===== src/rtl/flit_link_buffer_pkg.sv =====
// ---------------------------------------------------------------------------
// noc_pkg
// Shared definitions for the mesh NoC link logic.
//   FW_DEF  default flit width
//   B_DEF   default link buffer depth (also the node input depth)
//   FTW     width of the flit type field, carried in the top bits of a flit
//   FT_LSB  bit position of the flit type field
//   flit_t  packed view of a default-width flit (type field + payload)
// ---------------------------------------------------------------------------
package noc_pkg;

    localparam int FW_DEF = 59;
    localparam int B_DEF  = 4;
    localparam int FTW    = 3;
    localparam int FT_LSB = FW_DEF - FTW;

    typedef enum logic [FTW-1:0] {
        FT_HEAD   = 3'd0,
        FT_BODY   = 3'd1,
        FT_TAIL   = 3'd2,
        FT_SINGLE = 3'd3
    } flit_type_e;

    typedef struct packed {
        flit_type_e          ftype;
        logic [FT_LSB-1:0]   payload;
    } flit_t;

endpackage


===== src/rtl/flit_link_buffer_fifo.sv =====
// ---------------------------------------------------------------------------
// flit_fifo
// Synchronous FIFO holding flits between the router and the node.
// A write while full is still accepted when a read happens on the same edge,
// because the read frees the slot. Pointers wrap modulo DEPTH, so DEPTH does
// not have to be a power of two. rd_data shows the head entry combinationally.
//   clk, rst_n  clock, asynchronous active-low reset (pointers/count only)
//   wr_en       write request, wr_data the entry to store
//   rd_en       pop the head entry (ignored while empty)
//   rd_data     current head entry
//   full/empty  status flags derived from count
//   count       number of entries held
// ---------------------------------------------------------------------------
module flit_fifo
    import noc_pkg::*;
#(
    parameter  int DEPTH = B_DEF,
    parameter  int WIDTH = FW_DEF,
    localparam int CW    = $clog2(DEPTH + 1)
) (
    input  logic             clk,
    input  logic             rst_n,
    input  logic             wr_en,
    input  logic [WIDTH-1:0] wr_data,
    input  logic             rd_en,
    output logic [WIDTH-1:0] rd_data,
    output logic             full,
    output logic             empty,
    output logic [CW-1:0]    count
);

    localparam int PW = (DEPTH > 1) ? $clog2(DEPTH) : 1;

    logic [WIDTH-1:0] mem [DEPTH];
    logic [PW-1:0]    wr_ptr;
    logic [PW-1:0]    rd_ptr;
    logic             wr_ok;
    logic             rd_ok;

    function automatic logic [PW-1:0] ptr_inc(input logic [PW-1:0] p);
        return (p == PW'(DEPTH - 1)) ? '0 : p + PW'(1);
    endfunction

    assign full    = (count == CW'(DEPTH));
    assign empty   = (count == '0);
    assign rd_ok   = rd_en && !empty;
    assign wr_ok   = wr_en && (!full || rd_ok);
    assign rd_data = mem[rd_ptr];

    // Storage carries data only, so it is left out of reset.
    always_ff @(posedge clk) begin
        if (wr_ok) begin
            mem[wr_ptr] <= wr_data;
        end
    end

    always_ff @(posedge clk or negedge rst_n) begin
        if (!rst_n) begin
            wr_ptr <= '0;
            rd_ptr <= '0;
            count  <= '0;
        end else begin
            if (wr_ok) begin
                wr_ptr <= ptr_inc(wr_ptr);
            end
            if (rd_ok) begin
                rd_ptr <= ptr_inc(rd_ptr);
            end
            case ({wr_ok, rd_ok})
                2'b10:   count <= count + CW'(1);
                2'b01:   count <= count - CW'(1);
                default: count <= count;
            endcase
        end
    end

endmodule


===== src/rtl/flit_link_buffer.sv =====
// ---------------------------------------------------------------------------
// flit_link_buffer
// Credit-based link stage between a mesh-router output port and a node input.
// Flits from the router are buffered; the head flit is forwarded only while
// the node has advertised credits, and every forwarded flit returns one
// credit upstream so both hops stay lossless.
//   clk          system clock
//   rst_n        asynchronous active-low reset
//   flit_in_wr   upstream flit valid, flit_in the flit
//   credit_out   one-cycle pulse per buffer slot freed (to upstream)
//   flit_out_wr  downstream flit valid, flit_out the registered flit
//   credit_in    one-cycle pulse per slot the node freed
//   occupancy    flits currently held in the buffer
//   ovf_err      sticky: write arrived while the buffer was full
//   credit_err   sticky: credit_in arrived with the counter already at B
// ---------------------------------------------------------------------------
module flit_link_buffer
    import noc_pkg::*;
#(
    parameter  int B    = B_DEF,
    parameter  int FW   = FW_DEF,
    localparam int CNTW = $clog2(B + 1)
) (
    input  logic            clk,
    input  logic            rst_n,
    input  logic            flit_in_wr,
    input  logic [FW-1:0]   flit_in,
    output logic            credit_out,
    output logic            flit_out_wr,
    output logic [FW-1:0]   flit_out,
    input  logic            credit_in,
    output logic [CNTW-1:0] occupancy,
    output logic            ovf_err,
    output logic            credit_err
);

    logic [FW-1:0]   head;
    logic            fifo_full;
    logic            fifo_empty;
    logic [CNTW-1:0] fifo_count;

    logic [CNTW-1:0] credit_p0;
    logic            pop_p0;
    logic            push_blocked;
    logic            credit_overrun;
    logic            ovf_err_q;
    logic            credit_err_q;

    logic            vld_p1;
    logic            crd_p1;
    logic [FW-1:0]   flit_p1;

    // A pop spends one credit, a returned credit adds one; both cancel out.
    // The counter saturates at B so a spurious credit cannot inflate it.
    function automatic logic [CNTW-1:0] credit_next(input logic [CNTW-1:0] cnt,
                                                    input logic            dec,
                                                    input logic            inc);
        logic [CNTW-1:0] nxt;
        nxt = cnt;
        if (dec && !inc) begin
            nxt = cnt - CNTW'(1);
        end else if (!dec && inc && (cnt != CNTW'(B))) begin
            nxt = cnt + CNTW'(1);
        end
        return nxt;
    endfunction

    // ---- stage p0: buffer, send decision, credit accounting ----
    flit_fifo #(
        .DEPTH (B),
        .WIDTH (FW)
    ) u_fifo (
        .clk     (clk),
        .rst_n   (rst_n),
        .wr_en   (flit_in_wr),
        .wr_data (flit_in),
        .rd_en   (pop_p0),
        .rd_data (head),
        .full    (fifo_full),
        .empty   (fifo_empty),
        .count   (fifo_count)
    );

    // The send decision looks at the counter before this edge's update, and
    // at the FIFO before this edge's write, so an empty FIFO never bypasses.
    assign pop_p0         = !fifo_empty && (credit_p0 != '0);
    assign push_blocked   = flit_in_wr && fifo_full && !pop_p0;
    assign credit_overrun = credit_in && !pop_p0 && (credit_p0 == CNTW'(B));

    always_ff @(posedge clk or negedge rst_n) begin
        if (!rst_n) begin
            credit_p0    <= CNTW'(B);
            ovf_err_q    <= 1'b0;
            credit_err_q <= 1'b0;
        end else begin
            credit_p0 <= credit_next(credit_p0, pop_p0, credit_in);
            if (push_blocked) begin
                ovf_err_q <= 1'b1;
            end
            if (credit_overrun) begin
                credit_err_q <= 1'b1;
            end
        end
    end

    // ---- stage p1: registered flit, valid and returned credit ----
    always_ff @(posedge clk or negedge rst_n) begin
        if (!rst_n) begin
            vld_p1  <= 1'b0;
            crd_p1  <= 1'b0;
            flit_p1 <= '0;
        end else begin
            vld_p1 <= pop_p0;
            crd_p1 <= pop_p0;
            if (pop_p0) begin
                flit_p1 <= head;
            end
        end
    end

    assign flit_out_wr = vld_p1;
    assign flit_out    = flit_p1;
    assign credit_out  = crd_p1;
    assign occupancy   = fifo_count;
    assign ovf_err     = ovf_err_q;
    assign credit_err  = credit_err_q;

endmodule


===== config.mk =====
export PLATFORM = sky130hd
export DESIGN_NAME = flit_link_buffer
export DESIGN_NICKNAME = d
export VERILOG_FILES = /design/src/rtl/flit_link_buffer_pkg.sv /design/src/rtl/flit_link_buffer_fifo.sv /design/src/rtl/flit_link_buffer.sv
export SDC_FILE = /design/constraint.sdc
export NUM_CORES = 1
export LEC_CHECK = 0
export ABC_AREA = 1
export CAP_MARGIN = 20
export CELL_PAD_IN_SITES_DETAIL_PLACEMENT = 0
export CELL_PAD_IN_SITES_GLOBAL_PLACEMENT = 2
export CORE_MARGIN = 4
export CORE_UTILIZATION = 35
export CTS_CLUSTER_SIZE = 28
export DETAILED_ROUTE_END_ITERATION = 7
export PLACE_DENSITY_LB_ADDON = 0.1
export SLEW_MARGIN = 30
export SYNTH_ARGS = -nofsm -noshare
export SYNTH_HDL_FRONTEND = slang
export SYNTH_SLANG_ARGS = --single-unit

===== constraint.sdc =====
create_clock -name clk -period 3.5 [get_ports clk]
set_input_delay 0.35 -clock clk [delete_from_list [all_inputs] [get_ports clk]]
set_output_delay 0.35 -clock clk [all_outputs]
set_load 0.01 [all_outputs]

==> metrics, run 1 <==
First-pass DRT Iterations=6; Root Buffer Master=clkbuf_16; Worst Path Arrival=2.72 ns; Max FO, Critical Path=7; final hold violations=0; cts bufs inserted=35; I/O Pins=129; CTS clk-pin slew, worst paths=0.05 ns; startpoint class of the critical path=register; Area Overhead vs Synth=24.39%; DRC=0; final slew viol count=0; ant diodes=0; fin crit period=2.355 ns; antenna violations before repair=0; CTS H-tree lvls=2; r2r setup slk=1.15 ns; Cell Rows=66; worst hold-check path type=in2async; Setup-failing EPs final=0; Die ar.=36,360 um^2; Post-Route Setup TNS=0 ns; R2R cell count=10; hpwl dp=14,150 um; peak supply drop=0.0005715 V; die height=190.7 um; Antenna Nets Post-Route=0; first-pass GRT wire length=41,430 um; Critical R2R Capture=u_fifo.count[2]; die width=190.7 um; Detailed Route WL=26,690 um; FILL cells=3,054; sequential-to-total area share from yosys stat=76.12%; GRT overflow=0; vias in the first global route=6,959; Iteration-0 DRC Markers=377; # nets final=1,101; power per cell area=920.9 nW/um^2; Post-CTS Setup Bufs=0; dpl cells=1,434; Vias/cell=4.685; final worst path period share=67.27%; Crit Path Class=reg2reg; leakage power=5.131 nW; synth warn=0; Fmax achieved=0.4247 GHz; outcome=complete, no violations; CORE AREA=32,700 um^2; Final Non-Filler Cells=1,498; Clock Latency Late Sink=0.50 ns; Reg-to-Reg Start=credit_p0[2]; crit end category=register; synthesized net count=974; syn avg cell area=12.93 um^2; final instance area=14,530 um^2; Least-Margin Pin Slew=0.9715 ns; post-DR wirelength/cell=17.81 um; unrepaired setup endpoints after global routing=no; Max-cap violations=0; CTS Buffer Depth=3; CTS Hold Bufs=1; clock sink count=308; Post-Synthesis Cells=903; dpl cell area=13,420 um^2; Clock Skew=0.01993 ns; via count=7,018; Seq cells post-synth=308; Tot GR Track Use=14.60%; share of cells above drive strength 1=7.197%; Rel. slew slack=35.23%; Starting Density=35.71%; CTS tree=yes; GPL Wtd Cong=0.7141; # resized after CTS=0; Critical Path RT=3.86 ns; mapped cell area=11,680 um^2; I/O Buffers=128; library cells used by synthesis=30; largest net degree at the start of global routing=123
[registers in the layout, indices dropped and copies added, names as in the netlist]
signal         cells
flit_out          59
u_fifo.mem       236
credit_p0          3
ovf_err            1
u_fifo.wr_ptr      2
u_fifo.count       3
u_fifo.rd_ptr      2
credit_out         1
credit_err         1
[area by class of cell]
class	instances	area (um^2)	share of cell area, %
clock buffer	52	1022	7.036
clock inverter	11	71.32	0.4909
inverter	19	76.32	0.5254
timing repair buffer	143	1469	10.11
sequential	308	8895	61.23
multi-input combinational	523	2441	16.80
tap	442	553.0	3.807
[worst max path at each step]
stage / start / end / slack (ns) / cells past startpoint
after floorplan: credit_p0[2] / u_fifo.mem[0][0] / -0.38 / 6
final: credit_p0[2] / u_fifo.count[2] / 1.15 / 10
after CTS: credit_p0[2] / u_fifo.count[2] / 1.13 / 10
after global routing: credit_p0[2] / u_fifo.count[2] / 0.97 / 10
after global placement: flit_in_wr / u_fifo.count[2] / 1.14 / 7
after detailed placement: flit_in_wr / u_fifo.count[2] / 1.13 / 7
[per-stage QoR]
stage,setup slack [ns],power (mW),util (%),hold slack [ns]
floorplan,-0.3796,8.325,-,0.05441
global placement,1.137,10.14,41.05,0.4108
detailed placement,1.129,10.16,41.05,0.4013
CTS,1.127,13.66,44.43,0.4240
global route,0.9732,14.34,44.43,0.4471
finish,1.145,13.38,44.43,0.4035
[report_power, final]
group / total, mW / switching, mW / internal (mW)
clock: 3.44 / 1.36 / 2.09
sequential: 5.51 / 0.491 / 5.02
combinational: 4.42 / 2.64 / 1.78
total: 13.4 / 4.49 / 8.89
[worst max-delay path, stage by stage, from the launching register on]
cell     delay [ns]
dfstp_2        0.53
inv_1          0.06
nand2_2        0.10
nand2_4        0.09
nand2_1        0.07
nand2_1        0.26
ha_1           0.34
fa_1           0.38
a21oi_1        0.13
o21ai_0        0.12
xor2_1         0.15
[layout by cell type (no fill, tap or decap), types with 4 or more instances in the layout]
cell type / instances
clkinv_1: 7
o21ai_1: 18
buf_12: 6
a31oi_1: 59
ha_1: 6
clkbuf_1: 11
nand3_1: 5
nand2_1: 12
clkdlybuf4s50_1: 127
clkbuf_16: 37
nor2_4: 4
nor2_1: 297
buf_4: 9
o21ai_0: 106
clkbuf_8: 4
inv_1: 16
dfrtp_1: 69
edfxtp_1: 236
[cell families after synthesis]
kind of cell / count (synthesis) / share of synthesized area (%)
buffers and inverters: 72 / 3.236
adders and majority gates: 8 / 0.9856
xor gates and xnor gates: 3 / 0.2250
muxes: 1 / 0.09641
and+or+nand+nor: 325 / 10.68
DFF: 308 / 76.12
AOI/OAI and AO/OA: 186 / 8.657
[synthesized netlist by cell type]
| master | n | area (um^2) |
|---|---|---|
| dfrtp_1 | 71 | 1777 |
| nand4_1 | 2 | 12.51 |
| buf_6 | 8 | 90.09 |
| buf_4 | 6 | 45.04 |
| inv_2 | 2 | 7.510 |
| ha_1 | 6 | 75.07 |
| o21ai_0 | 106 | 530.5 |
| mux2_2 | 1 | 11.26 |
| o21bai_1 | 1 | 7.510 |
| dfstp_2 | 1 | 26.28 |
| inv_4 | 1 | 6.260 |
| nand3_1 | 5 | 25.02 |
| xnor2_1 | 1 | 8.760 |
| a31oi_1 | 59 | 369.1 |
| fa_1 | 2 | 40.04 |
| inv_1 | 16 | 60.06 |
| xor2_1 | 2 | 17.52 |
| nor2_2 | 1 | 6.260 |
| nor3_1 | 1 | 5.000 |
| clkbuf_1 | 18 | 67.56 |
| nand2_1 | 12 | 45.04 |
| nor2_1 | 301 | 1130 |
| buf_1 | 3 | 11.26 |
| buf_2 | 18 | 90.09 |
| nand2_2 | 2 | 12.51 |
| a31o_2 | 1 | 8.760 |
| edfxtp_1 | 236 | 7087 |
| nand2_4 | 1 | 11.26 |
| o21ai_1 | 18 | 90.09 |
| a21oi_1 | 1 | 5.000 |
[per-layer routing]
metal	up-vias	GRT usage, %	part of all wire, %
met1	3397	19.83	45
li1	3439	-	-
met4	0	3.149	1.4
met3	32	2.856	5.0
met2	150	24.56	49
met5	-	0	0
Note: power is estimated with default switching activity, not from simulation.
==> run 2: changes to the inputs <==
--- a/config.mk
+++ b/config.mk
@@ -10,7 +10,7 @@
 export CELL_PAD_IN_SITES_DETAIL_PLACEMENT = 0
 export CELL_PAD_IN_SITES_GLOBAL_PLACEMENT = 2
 export CORE_MARGIN = 4
-export CORE_UTILIZATION = 35
+export CORE_UTILIZATION = 39
 export CTS_CLUSTER_SIZE = 28
 export DETAILED_ROUTE_END_ITERATION = 7
 export PLACE_DENSITY_LB_ADDON = 0.1
==> constraint.sdc (replaced) <==
create_clock -name clk -period 2.3 [get_ports clk]
set_input_delay 0.23 -clock clk [delete_from_list [all_inputs] [get_ports clk]]
set_output_delay 0.23 -clock clk [all_outputs]
set_load 0.01 [all_outputs]
==> run 2 against run 1 <==
- count of clock-buffer cells in the layout down 4
- combinational power up 57%
- sequential share of layout area down 0.25 points
- non-clock buffer count up 6
- largest cell class unchanged
- register-to-register slack worse by 0.90 ns
- largest power group unchanged
- maximum frequency up 15%
- flip-flop and latch count unchanged
- critical path depth unchanged
- sequential power up 50%
- final area up 0.40%
- global-route usage up 0.95 points
==> metrics, run 2 (synthesized netlist as in run 1, its figures left out) <==
M1 GR Usage=21.95% (+2.1 points); antenna violations before repair=0 (unchanged); Cell Rows=63 (-4.5%); Reg-to-Reg Start=credit_p0[2]; Antenna Nets Post-Route=0 (unchanged); GRT Max-Usage Layer=met2; final slew viol count=0 (unchanged); Iteration-0 DRC Markers=474 (+26%); max FFs per register=236 (unchanged); I/O Buffers=128 (unchanged); GR Util met2=25.83% (+1.3 points); Worst Path Arrival=2.42 ns (-0.30 ns); Area Overhead vs Synth=24.90%; Post-CTS Setup Bufs=0 (unchanged); crit end category=register; Post-Route Setup TNS=0 ns (unchanged); CORE AREA=29,560 um^2 (-9.6%); Setup-failing EPs final=0 (unchanged); die width=181.0 um (-5.0%); commonest non-fill, non-tap cells in the layout=297 x nor2_1, 236 x edfxtp_1, 127 x clkdlybuf4s50_1; Critical Path RT=2.67 ns (-1.19 ns); R2R cell count=10 (unchanged); CTS clk-pin slew, worst paths=0.06 ns (about the same); largest net degree at the start of global routing=123 (unchanged); worst hold-check path type=in2async; Critical R2R Capture=u_fifo.count[2]; Root Buffer Master=clkbuf_16; Max FO, Critical Path=7 (unchanged); startpoint class of the critical path=register; fin crit period=2.053 ns (-0.3019 ns); Clock Latency Late Sink=0.50 ns (about the same); GR met3 Demand/Resource=2.718% (-0.14 points); power per cell area=1406 nW/um^2 (+53%); Top reg by flops=u_fifo.mem; Crit Path Class=reg2reg; Rel. slew slack=63.04% (+28 points); FILL cells=2,570 (-16%); First-pass DRT Iterations=4 (-2); post-DR wirelength/cell=17.54 um (-1.6%); CTS H-tree lvls=2 (unchanged); GRT overflow=0 (unchanged); Fmax achieved=0.4872 GHz (+15%); Vias/cell=4.917 (+5.0%); peak supply drop=0.0007538 V (+32%); # nets final=1,107 (+0.54%); Least-Margin Pin Slew=0.5544 ns (-0.4171 ns); Clock Skew=0.01293 ns (-0.006998 ns); Core Util, Final=49.35% (+4.9 points); vias in the first global route=7,314 (+5.1%); Detailed Route WL=25,480 um (-4.5%); CTS tree=yes; I/O Pins=129 (unchanged); Starting Density=39.51% (+3.8 points); worst-case hold slack=0.3209 ns (-0.08262 ns); ant diodes=0 (unchanged); unrepaired setup endpoints after global routing=no; Max-cap violations=0 (unchanged); CTS Buffer Depth=3 (unchanged); most common cell after layout, fill and taps aside=nor2_1; r2r setup slk=0.25 ns (-0.90 ns); first-pass GRT wire length=40,990 um (-1.1%); final hold violations=0 (unchanged); outcome=complete, no violations; via count=7,145 (+1.8%); final worst path period share=89.24% (+22 points); hpwl dp=14,090 um (-0.40%); Pwr Total=20.51 mW (+53%); leakage power=5.184 nW (+1.0%); Die ar.=32,780 um^2 (-9.8%); cts bufs inserted=35 (unchanged); die height=181.0 um (-5.0%); share of cells above drive strength 1=8.184% (+0.99 points); # resized after CTS=0 (unchanged); DRC=0 (unchanged); CTS Hold Bufs=1 (unchanged); Tot GR Track Use=15.55% (+0.95 points); clock sink count=308 (unchanged); GPL Wtd Cong=0.6936 (-2.9%)
==> run 2: changes by cell type in the layout (fill, tap and decap cells not counted) <==
| cell | before | now |
|---|---|---|
| buf_12 | 6 | 11 |
| clkinv_2 | 3 | 7 |
| clkinv_1 | 7 | 4 |
| clkbuf_8 | 4 | 2 |
| clkinvlp_4 | 0 | 2 |
| buf_4 | 9 | 10 |
| bufinv_16 | 1 | 2 |
| clkbuf_1 | 11 | 10 |
| clkbuf_16 | 37 | 36 |
| clkinv_8 | 0 | 1 |
| inv_4 | 2 | 1 |
| inv_6 | 0 | 1 |
==> run 2: area by class of cell <==
type | count | area [um^2] | share of cell area (%)
inverter | 19 | 75.07 | 0.5147
clock inverter | 16 | 145.1 | 0.9950
multi-input combinational | 523 | 2441 | 16.74
tap | 390 | 488.0 | 3.345
sequential | 308 | 8895 | 60.98
clock buffer | 48 | 965.9 | 6.622
timing repair buffer | 149 | 1577 | 10.81
==> run 2: worst max path at each step <==
stage / startpoint / end / cells after the start
2_1_floorplan: credit_p0[2] / u_fifo.mem[0][0] / 6
3_5_place_dp: credit_p0[2] / u_fifo.count[2] / 10
4_1_cts: credit_p0[2] / u_fifo.count[2] / 10
5_1_grt: credit_p0[2] / u_fifo.count[2] / 10
3_3_place_gp: credit_p0[2] / u_fifo.count[2] / 10
6_report: credit_p0[2] / u_fifo.count[2] / 10
==> run 2: layer usage <==
layer / part of all wire (%) / up-vias
met5: 0 / -
met2: 48 / 140
met1: 47 / 3528
met4: 1.2 / 0
li1: - / 3455
met3: 4.0 / 22
==> run 2: where the power goes <==
group / internal, mW / switching, mW
logic: 2.82 / 4.10
clock network: 3.18 / 2.12
registers: 7.64 / 0.647
==> run 2: critical path: stages (launching register included) <==
cell and delay, ns:
dfstp_2 0.54, inv_1 0.05, nand2_2 0.10, nand2_4 0.10
nand2_1 0.07, nand2_1 0.07, ha_1 0.22, fa_1 0.38
a21oi_1 0.12, o21ai_0 0.12, xor2_1 0.16
==> run 2: stage by stage <==
stage | std cells | cell area (um^2) | worst slack (ns)
after global routing | 1453 | 14590 | 0.05009
after floorplan | 903 | 11690 | -0.6386
final | 1453 | 14590 | 0.2474
after global placement | 1388 | 13470 | 0.2523
after CTS | 1453 | 14590 | 0.2246
after detailed placement | 1388 | 13470 | 0.2335
==> run 3: changes to the inputs <==
--- a/config.mk
+++ b/config.mk
@@ -11,6 +11,8 @@
 export CELL_PAD_IN_SITES_GLOBAL_PLACEMENT = 2
 export CORE_MARGIN = 4
 export CORE_UTILIZATION = 39
+export CTS_BUF_LIST = sky130_fd_sc_hd__clkbuf_8 sky130_fd_sc_hd__clkbuf_16
+export CTS_CLUSTER_DIAMETER = 40
 export CTS_CLUSTER_SIZE = 28
 export DETAILED_ROUTE_END_ITERATION = 7
 export PLACE_DENSITY_LB_ADDON = 0.1
==> run 3 against run 2 <==
- count of clock-buffer cells in the layout down 2
- final cell count up 1.5%
- maximum frequency down 0.43%
- first-iteration DRC count up 3.8%
- critical path type unchanged
- final area up 3.5%
- highest routed layer unchanged
==> metrics, run 3 (synthesized netlist as in run 1, its figures left out) <==
Detailed Route WL=25,680 um (+0.78%); worst hold-check path type=in2async; die width=181.0 um (unchanged); r2r setup slk=0.24 ns (about the same); Clock Skew=0.01362 ns (+0.0006899 ns); crit end category=register; multi-input logic area=2441 um^2 (unchanged); Clock Latency Late Sink=0.54 ns (+0.04 ns); ant diodes=0 (unchanged); power per cell area=1480 nW/um^2 (+5.2%); Fmax achieved=0.4851 GHz (-0.43%); Iteration-0 DRC Markers=492 (+3.8%); leakage power=5.437 nW (+4.9%); GRT overflow=0 (unchanged); Die ar.=32,780 um^2 (unchanged); DRC=0 (unchanged); R2R cell count=10 (unchanged); startpoint class of the critical path=register; Critical Path RT=2.70 ns (+0.03 ns); Tot GR Track Use=15.59% (+0.035 points); GPL Wtd Cong=0.6936 (unchanged); peak supply drop=0.0007280 V (-3.4%); Rel. slew slack=62.61% (-0.42 points); I/O Pins=129 (unchanged); largest net degree at the start of global routing=123 (unchanged); # nets final=1,118 (+0.99%); unrepaired setup endpoints after global routing=no; Max-cap violations=0 (unchanged); Starting Density=39.51% (unchanged); post-DR wirelength/cell=17.41 um (-0.72%); Antenna Nets Post-Route=0 (unchanged); final instance area=15,090 um^2 (+3.5%); final hold violations=0 (unchanged); Vias/cell=4.806 (-2.3%); Cell Rows=63 (unchanged); fin crit period=2.062 ns (+0.008934 ns); hpwl dp=14,090 um (unchanged); Root Buffer Master=clkbuf_16; share of cells above drive strength 1=11.15% (+3.0 points); commonest non-fill, non-tap cells in the layout=297 x nor2_1, 236 x edfxtp_1, 127 x clkdlybuf4s50_1; CTS Buffer Depth=3 (unchanged); Reg-to-Reg Start=credit_p0[2]; Setup-failing EPs final=0 (unchanged); First-pass DRT Iterations=5 (+1); Top reg by flops=u_fifo.mem; clock sink count=308 (unchanged); outcome=complete, no violations; antenna violations before repair=0 (unchanged); Area Overhead vs Synth=29.24%; Critical R2R Capture=u_fifo.count[2]; final worst path period share=89.63% (+0.39 points); Worst Path Arrival=2.46 ns (+0.04 ns); final slew viol count=0 (unchanged); Least-Margin Pin Slew=0.5608 ns (+0.006372 ns); max FFs per register=236 (unchanged); Max FO, Critical Path=7 (unchanged); vias in the first global route=7,411 (+1.3%); cts bufs inserted=46 (+31%); dpl cell area=13,470 um^2 (unchanged); sequential cell area=8895 um^2 (unchanged); Post-Route Setup TNS=0 ns (unchanged); first-pass GRT wire length=41,100 um (+0.27%); CTS H-tree lvls=2 (unchanged); CTS clk-pin slew, worst paths=0.05 ns (about the same); die height=181.0 um (unchanged); most common cell after layout, fill and taps aside=nor2_1; I/O Buffers=128 (unchanged); Crit Path Class=reg2reg; CORE AREA=29,560 um^2 (unchanged); FILL cells=2,540 (-1.2%); via count=7,089 (-0.78%); CTS tree=yes
==> run 3: cell count changes in the layout (fill, tap and decap cells not counted) <==
| cell | delta |
|---|---|
| inv_1 | +2 |
| clkbuf_8 | -2 |
| clkbuf_16 | +10 |
| clkinv_4 | +8 |
| bufinv_16 | +4 |
| clkinv_8 | +1 |
| clkinvlp_4 | +2 |
| clkbuf_1 | -10 |
| inv_6 | +9 |
| clkinv_2 | -1 |
| inv_8 | +3 |
| clkinv_1 | -4 |
==> run 3: stage by stage <==
| step | hold slack (ns) | setup WS [ns] | util, % | power (mW) | cells |
|---|---|---|---|---|---|
| 4_1_cts | 0.2937 | 0.2251 | 51.06 | 22.73 | 1475 |
| 3_5_place_dp | 0.3154 | 0.2335 | 45.55 | 15.50 | 1388 |
| 2_1_floorplan | -0.06559 | -0.6386 | - | 12.64 | 903 |
| 3_3_place_gp | 0.3180 | 0.2523 | 45.55 | 15.45 | 1388 |
| 5_1_grt | 0.3395 | 0.04543 | 51.06 | 23.78 | 1475 |
| 6_report | 0.2853 | 0.2385 | 51.06 | 22.33 | 1475 |
==> run 3: timing repair <==
item / 4_1_cts / 5_1_grt
hold buffers: 1 / 0
endpoints found under the setup margin: 0 / 0
resized for setup: 0 / 0
endpoints found under the hold margin: 71 / 0
buffers inserted: 0 / 0
==> run 3: routing by layer <==
metal  track usage, %  wire, um  part of all wire, %
met1            21.71     12180                   47
met2            25.65     12170                   47
met3            2.879      1056                  4.1
met4            3.813       274                  1.1
met5                0         0                    0
==> run 3: worst max path at each step <==
stage	startpoint	end	cells after the start
floorplan	credit_p0[2]	u_fifo.mem[0][0]	6
global placement	credit_p0[2]	u_fifo.count[2]	10
detailed placement	credit_p0[2]	u_fifo.count[2]	10
CTS	credit_p0[2]	u_fifo.count[2]	10
global route	credit_p0[2]	u_fifo.count[2]	10
finish	credit_p0[2]	u_fifo.count[2]	10
==> run 3: layout make-up <==
type,instances,share of cell area [%]
Clock buffer,46,7.627
Tap cell,390,3.233
Inverter,19,0.4974
Clock inverter,40,3.092
Multi-Input combinational cell,523,16.17
Sequential cell,308,58.93
Timing Repair Buffer,149,10.45
==> run 3: report_power, final <==
group / total, mW / internal, mW / switching (mW)
clock network: 7.13 / 4.46 / 2.68
logic: 6.92 / 2.82 / 4.09
registers: 8.28 / 7.64 / 0.645
total: 22.3 / 14.9 / 7.42
==> run 3: critical path, stage by stage, from the launching register on <==
cell     delay (ns)
dfstp_2        0.53
inv_1          0.06
nand2_2        0.10
nand2_4        0.10
nand2_1        0.07
nand2_1        0.07
ha_1           0.22
fa_1           0.38
a21oi_1        0.13
o21ai_0        0.12
xor2_1         0.15
